`src/rtl/fp16_acc.sv`:
```
// Sequential FP16 accumulator: each accepted term passes through ALIGN, ADD and NORM,
// and the running sum is presented in OUT after the term flagged as last.
module fp16_acc (
    input  logic        clk,
    input  logic        rst,
    input  logic        in_valid,
    output logic        in_ready,
    input  logic [15:0] in_data,
    input  logic        in_last,
    output logic        out_valid,
    input  logic        out_ready,
    output logic [15:0] out_data
);
    typedef enum logic [2:0] {IDLE = 3'd0, ALIGN = 3'd1, ADD = 3'd2, NORM = 3'd3, OUT = 3'd4} state_t;

    state_t        state_reg, state_next;
    logic [15:0]   acc_reg, term_reg, out_data_reg, byp_val_reg;
    logic          last_reg, byp_reg, sa_reg, sb_reg, sum_sign_reg;
    logic [13:0]   ma_reg, mb_reg;
    logic [4:0]    emax_reg;
    logic [14:0]   sum_reg;

    logic [4:0]    acc_exp, term_exp, exp_diff, emax_next;
    logic [13:0]   acc_mant, term_mant, ma_next, mb_next;
    logic          byp_next;
    logic [15:0]   byp_val_next;
    logic [14:0]   sum_next;
    logic          sum_sign_next;
    logic [3:0]    lead;
    logic signed [6:0] e_norm;
    logic [9:0]    frac_norm;
    logic [15:0]   norm_result;

    // Alignment; infinity in either operand or a zero term bypasses the arithmetic
    always_comb begin
        acc_exp   = acc_reg[14:10];
        term_exp  = term_reg[14:10];
        acc_mant  = (acc_exp == 5'd0) ? 14'd0 : {1'b1, acc_reg[9:0], 3'b000};
        term_mant = (term_exp == 5'd0) ? 14'd0 : {1'b1, term_reg[9:0], 3'b000};
        if (acc_exp >= term_exp) begin
            emax_next = acc_exp;
            exp_diff  = acc_exp - term_exp;
            ma_next   = acc_mant;
            mb_next   = (exp_diff >= 5'd14) ? 14'd0 : (term_mant >> exp_diff);
        end else begin
            emax_next = term_exp;
            exp_diff  = term_exp - acc_exp;
            ma_next   = (exp_diff >= 5'd14) ? 14'd0 : (acc_mant >> exp_diff);
            mb_next   = term_mant;
        end
        byp_next     = 1'b0;
        byp_val_next = acc_reg;
        if (acc_exp == 5'h1f) begin
            byp_next = 1'b1;
        end else if (term_exp == 5'h1f) begin
            byp_next     = 1'b1;
            byp_val_next = {term_reg[15], 5'h1f, 10'h000};
        end else if (term_exp == 5'd0) begin
            byp_next = 1'b1;
        end
    end

    always_comb begin
        sum_next      = 15'd0;
        sum_sign_next = 1'b0;
        if (sa_reg == sb_reg) begin
            sum_next      = {1'b0, ma_reg} + {1'b0, mb_reg};
            sum_sign_next = sa_reg;
        end else if (ma_reg > mb_reg) begin
            sum_next      = {1'b0, ma_reg} - {1'b0, mb_reg};
            sum_sign_next = sa_reg;
        end else if (mb_reg > ma_reg) begin
            sum_next      = {1'b0, mb_reg} - {1'b0, ma_reg};
            sum_sign_next = sb_reg;
        end
    end

    // Leading-one normalize; the leading one lands at bit 14 before the fraction is cut
    always_comb begin
        lead = 4'd0;
        for (int i = 0; i < 15; i++) begin
            if (sum_reg[i]) lead = 4'(i);
        end
        e_norm    = $signed({2'b00, emax_reg}) + $signed({3'b000, lead}) - 7'sd13;
        frac_norm = 10'((sum_reg << (4'd14 - lead)) >> 4);
        if (byp_reg)
            norm_result = byp_val_reg;
        else if (sum_reg == 15'd0 || e_norm < 7'sd1)
            norm_result = 16'h0000;
        else if (e_norm > 7'sd30)
            norm_result = {sum_sign_reg, 5'h1f, 10'h000};
        else
            norm_result = {sum_sign_reg, e_norm[4:0], frac_norm};
    end

    always_ff @(posedge clk or negedge rst) begin
        if (!rst) state_reg <= IDLE;
        else      state_reg <= state_next;
    end

    always_comb begin
        state_next = state_reg;
        case (state_reg)
            IDLE:    if (in_valid) state_next = ALIGN;
            ALIGN:   state_next = ADD;
            ADD:     state_next = NORM;
            NORM:    state_next = last_reg ? OUT : IDLE;
            OUT:     if (out_ready) state_next = IDLE;
            default: state_next = IDLE;
        endcase
    end

    always_comb begin
        in_ready  = rst && (state_reg == IDLE);
        out_valid = (state_reg == OUT);
        out_data  = out_data_reg;
    end

    always_ff @(posedge clk or negedge rst) begin
        if (!rst) begin
            acc_reg      <= 16'h0000;
            term_reg     <= 16'h0000;
            out_data_reg <= 16'h0000;
            byp_val_reg  <= 16'h0000;
            last_reg     <= 1'b0;
            byp_reg      <= 1'b0;
            sa_reg       <= 1'b0;
            sb_reg       <= 1'b0;
            sum_sign_reg <= 1'b0;
            ma_reg       <= 14'd0;
            mb_reg       <= 14'd0;
            emax_reg     <= 5'd0;
            sum_reg      <= 15'd0;
        end else begin
            case (state_reg)
                IDLE: if (in_valid) begin
                    term_reg <= in_data;
                    last_reg <= in_last;
                end
                ALIGN: begin
                    ma_reg      <= ma_next;
                    mb_reg      <= mb_next;
                    sa_reg      <= acc_reg[15];
                    sb_reg      <= term_reg[15];
                    emax_reg    <= emax_next;
                    byp_reg     <= byp_next;
                    byp_val_reg <= byp_val_next;
                end
                ADD: begin
                    sum_reg      <= sum_next;
                    sum_sign_reg <= sum_sign_next;
                end
                NORM: begin
                    acc_reg <= norm_result;
                    if (last_reg) out_data_reg <= norm_result;
                end
                OUT: if (out_ready) acc_reg <= 16'h0000;
                default: ;
            endcase
        end
    end
endmodule

```
`config.mk`:
```
export PLATFORM = sky130hd
export DESIGN_NAME = fp16_acc
export DESIGN_NICKNAME = d
export VERILOG_FILES = /design/src/rtl/fp16_acc.sv
export SDC_FILE = /design/constraint.sdc
export NUM_CORES = 1
export LEC_CHECK = 0
export CORE_MARGIN = 2
export CORE_UTILIZATION = 41
export CTS_CLUSTER_SIZE = 30
export DETAILED_ROUTE_END_ITERATION = 8
export GPL_TIMING_DRIVEN = 0
export PLACE_DENSITY = 0.55
export SLEW_MARGIN = 20
export SYNTH_ARGS = -nofsm -noshare
export SYNTH_HDL_FRONTEND = slang
export SYNTH_SLANG_ARGS = --single-unit
```
`constraint.sdc`:
```
create_clock -name clk -period 4.1 [get_ports clk]
set_input_delay 1.025 -clock clk [delete_from_list [all_inputs] [get_ports clk]]
set_output_delay 1.025 -clock clk [all_outputs]
set_load 0.05 [all_outputs]
```
Word level (Yosys, flattened, before mapping)
Cells that the tools add are included.

storage, ports and cells
  register bits after elaboration = 120
  input bits = 21
  output and inout bits = 18
  word-level logic and storage cells = 93

cells by class
  add/subtract/negate cells = 8
  magnitude comparators = 7
  eq/ne operators = 9
  shifts and indexed selects = 3
  mux-type cells = 41
  reduce and logical (&&, ||, !) cells = 11

operators by type and width
  operator               number
  $mux W14               6
  $mux W16               5
  $mux W15               4
  $mux W4                13
  $pmux W16 S2           1
  $sub A14 B14 Y15       2
  $gt A14 B14 Y1         2
  $shr A14 B5 Y14        2
  $add A14 B14 Y15       1
  $logic_not A15 Y1      1
  $pmux W3 S5            1
  $shl A15 B4 Y14        1
  $eq A5 B5 Y1 const B   2
  $ge A5 B4 Y1 const B   2
  $logic_not A5 Y1       2
  $sub A5 B5 Y5          2
  $mux W3                3
  $reduce_and A2 Y1      4
  $gt A7 B6 Y1 const B   1
  $lt A7 B2 Y1 const B   1
  $mux W1                7
  $sub A6 B4 Y7 const B  1
  $add A5 B4 Y6          1
  $eq A3 B2 Y1 const B   2
  12 further kinds       12

Depth between registers and ports, before layout
  word-level depth = 21
  depth in mapped cells = 20
  gate-level depth less buffers = 18

Worst setup path before layout
No wires, ideal clock.

  path kind = register to register
  from = reg sum_reg[5]
  to = reg out_data_reg[2], in the netlist out_data[2]
  library setup time = 0.066 ns
  arrival = 3.730 ns
  required time = 4.034 ns
  slack = 0.304 ns
  cell stages (with the launch flop) = 20
  path buffers = 2
  clock period less this slack = 3.796 ns
  path through = dfrtp_1 -> buf_2 -> o31ai_1 -> a211oi_1 -> o31ai_1 -> inv_1 -> ha_1 -> inv_1 -> ha_1 -> inv_1 -> fa_1 -> nand2b_1 -> a21oi_1 -> o21ai_0 -> and2_1 -> a311oi_1 -> clkbuf_1 -> nand2_1 -> a211oi_1 -> o22a_1

on the way
  longest elaborated chain between the ends = 16
  elaborated cells on any way between the ends = 21
  classes of those cells = add/sub (3); order compare (2); shift (1); mux (13); reduce/logical (2)

ends and longest elaborated chain
  what                                                   line    text
  from (decl)                                            21      logic [14:0] sum_reg;
  from (signal assigned)                                 150     sum_reg <= sum_next;
  $mux W4 (10 in series)                                 82      if (sum_reg[i]) lead = 4'(i);
  $add A5 B4 Y6                                          84      e_norm = $signed({2'b00, emax_reg}) + $signed({3'b000, lead}) - 7'sd13;
  $sub A6 B4 Y7                                          84
  $gt A7 B6 Y1 / $lt A7 B2 Y1 (equally long branches)    90, 88
  $mux W15 / $logic_or A1 B1 Y1 (equally long branches)  90, 88
  $mux W16 (*)                                           88      else if (sum_reg == 15'd0 || e_norm < 7'sd1)
  $mux W16 (*)                                           86      if (byp_reg)
  to (signal assigned)                                   155     if (last_reg) out_data_reg <= norm_result;
  to (decl)                                              17      logic [15:0] acc_reg, term_reg, out_data_reg, byp_val_reg;

Every way passes the cells marked *; elsewhere a longest branch is shown, timed or not.
A chain may end at the register's enable or synchronous reset.

Worst setup path after layout
  from = reg sum_reg[9]
  to = reg out_data_reg[5], in the netlist out_data[5]

on the way
  longest elaborated chain between the ends = 12
  elaborated cells on any way between the ends = 17
  classes of those cells = add/sub (3); order compare (2); shift (1); mux (9); reduce/logical (2)

ends and longest elaborated chain
  what                                                   line
  $mux W4 (6 in series)                                  82
  $add A5 B4 Y6                                          84
  $sub A6 B4 Y7                                          84
  $gt A7 B6 Y1 / $lt A7 B2 Y1 (equally long branches)    90, 88
  $mux W15 / $logic_or A1 B1 Y1 (equally long branches)  90, 88
  $mux W16 (*)                                           88
  $mux W16 (*)                                           86

Marks and branches as above.

==> results.yml <==
routing:
  first_pass_iters: 5
  detail_route.wirelength_um: 30300
  dr_total_vias: 8972
  wl_per_cell_um: 20.1
  avgViaCountPerCell: 5.96
  drt_initial_violations: 745
  detail_route.drc_violations: 0
  antenna_left: 0
synthesis:
  main_combinational_cell_family_by_area_after_synthesis: "compound AO/OA/AOI/OAI gates"
  post_synth_most_frequent_cells: "nand2_1, dfrtp_1, nor2_1"
  synthesis.nets: 1226
  synth_area_per_cell_um2: 8.35
  yosysWarningCount: 0
  yosysMostFrequentCell: "nand2_1"
  synth_compound_gate_area_share: 0.272
  synth_cells: 1137
  post-synth-top-area-fraction: 0.316
  yosysSeqAreaShare: 0.316
  ys_dominant_reg_cell: "dfrtp_1"
  xor_and_xnor_fraction_of_the_mapped_netlist_area: 0.0221
  yosys.area_share.adder: 0.0943
  synth.ff_latch_count: 120
  netlist_area_um2: 9500
  synth_mux_area_frac: 0.0590
  top_area_cells_in_the_synthesized_netlist: "dfrtp_1, ha_1, nand2_1, o21ai_0, nor2_1"
  async_reset_ff_frac: 1.00
  ys_types: 76
  simple_gate_share_of_the_synthesized_area: 0.172
  yosys.area.top_type: "dfrtp_1"
  synth_enable_flop_cells: 0
placed_design:
  place.gp.congestion: 0.958
  hpwlAfterDp_um: 22900
  placedCellCount: 1461
  port-buffer-count: 38
worst_setup_path:
  critical_path.max_fanout: 6
  slowest_stage: "dfrtp_1"
  worstPathArrival_ps: 4340
  cp_slowest_stage_delay_ps: 500
  setup.worst_path.class: "reg -> reg"
  cp_top_family: "compound AO/OA/AOI/OAI gates"
  crit-reg2reg-capture: "out_data[5]"
  cp-start-kind: "register"
  cp.buffers_inverters: 2
  critical_path.reg2reg.startpoint: "sum_reg[9]"
  timing.critical_path.required_ps: 4470
  rr_worst_depth: 15
  reg2reg_slack_ps: 130
  critical_path.cell_chain: "nor2_2 -> nand2_1 -> o211ai_1 -> ha_1 -> ha_1 -> a21o_1 -> a21oi_2 -> xnor2_2 -> o211ai_1 -> buf_4 -> a311oi_4 -> clkbuf_8 -> and4_1 -> a211o_1 -> mux2_4"
  setup.worst_path.end_class: "register"
global_route:
  first_pass_grt_wire_length_um: 48000
  maximum_number_of_pins_on_one_net_before_global_route_repair: 73
  antenna_found_initial: 0
  first_global_vias: 8532
  grt_use_total: 0.253
  overflow_left_after_global_routing: 0
cts:
  path_clk_slew_ps: 60
  clk_latency_ps: 430
  tritoncts.num_buffers: 17
  cts_tree: "yes"
  clk_root_buffer_cell: "clkbuf_16"
  ctsLongestPathBuffers: 2
  cts_num_sinks: 120
  htreeDepth: 4
worst_hold_path:
  min-delay-path-class: "reg -> reg"
  hold_depth: 2
  min-delay-start: "byp_val_reg[5]"
  worst_hold_path.endpoint: "byp_val_reg[5]"
die:
  die-area_um2: 24400
  die_x_um: 156
  core_area_um2: 22700
  start_util: 0.418
  die-height_um: 156
  fp-row-count: 55
  io-pin-count: 39
cells_and_area:
  num_antenna_cells: 0
  fillCellCount: 2248
  share_of_layout_cells_above_drive_strength_1: 0.120
  layout.nets: 1298
  finish.cell_count_without_fillers: 1506
  synthToLayoutAreaGrowth_pct: 17.9
timing:
  final_critical_path_required_period_ps: 3970
  setup_violations: 0
  timing_worst_slew_pin_value_ps: 1140
  timing.final.crit_share: 0.968
  pins_over_slew_limit: 0
  tns_ps: 0
  final.setup_skew_ps: 11.8
  timing.max_slew.rel_slack: 0.241
  fmax_ghz: 0.252
  hold_violations: 0
run_status:
  status: "complete, no violations"
run:
  maxCapViolations: 0
[area by class of cell]
class / count / area (um2) / share of cell area
well taps: 285 / 357 / 0.0318
multi-input cells: 862 / 6070 / 0.542
clock buffers: 17 / 425 / 0.0380
plain buffers: 72 / 333 / 0.0297
inverters: 82 / 313 / 0.0279
repair buffers: 54 / 522 / 0.0466
flip-flops and latches: 120 / 3010 / 0.269
clock inverters: 14 / 171 / 0.0153
[worst max-delay path by stage]
stage                           start     endpoint  slack (ps)  depth (start not counted)
final                      sum_reg[9]  out_data[5]         130                         15
after global routing      sum_reg[10]  out_data[5]         -30                         19
after CTS                  sum_reg[5]  out_data[5]         -10                         20
after detailed placement   sum_reg[2]   acc_reg[2]        -910                         20
after global placement            rst     in_ready       -3870                          3
after floorplan            sum_reg[5]  out_data[2]         300                         19
[stage by stage]
step                hold WS, ps  setup WS [ps]  area [um2]   util
global route                500          -27.8       11200  0.493
detailed placement          467           -906       10300  0.452
global placement            463          -3870       10200  0.451
floorplan                   442            304        9500      -
CTS                         485          -9.72       11000  0.485
finish                      482            130       11200  0.493
[timing repair]
action | in CTS | in global routing
buffers inserted | 5 | 10
setup endpoints to repair | 32 | 32
hold buffers | 0 | 0
pin swaps | 8 | 13
cloned | 0 | 0
resized for setup | 26 | 36
[cells in the final DEF (no fill, tap or decap), drive strengths merged, types with 6 or more instances in the layout]
master and count:
nand2 124, dfrtp 120, o21ai 87, inv 86, nor2 85, clkbuf 72, ha 62, a21oi 61
clkdlybuf4s50 37, buf 34, a21o 27, a22oi 26, nor3 26, mux2 24, nand2b 23, nand3 22
a211oi 21, mux2i 17, xnor2 17, a221o 15, o31ai 13, o211ai 12, and3 12, a31oi 12
o22ai 12, and2 12, a2111oi 11, nor4 11, o22a 9, o221ai 9, o21bai 8, nor3b 7
or3 7, o21a 7, xor2 7, a311oi 6, fa 6
[routing by layer]
layer	wire length, um	global-route usage	up-vias
met5	0	0	-
met4	801	0.0961	0
met3	1540	0.0369	46
met2	13500	0.386	270
met1	14500	0.363	4355
li1	-	-	4301
[tightest hold or removal path, cell delays in order, from the launching register on]
cell and delay [ps]:
dfrtp_1 340, nand2_1 40, o21ai_0 60
[cells by family after synthesis]
logic type                 Yosys count
AOI/OAI and AO/OA                  376
and+or+nand+nor                    348
buffers and inverters              155
DFF                                120
adders and majority gates           68
muxes                               46
xor gates and xnor gates            24
Power is not shown: default switching activity piles up to over one toggle a cycle in this logic, so the estimate is an artifact.
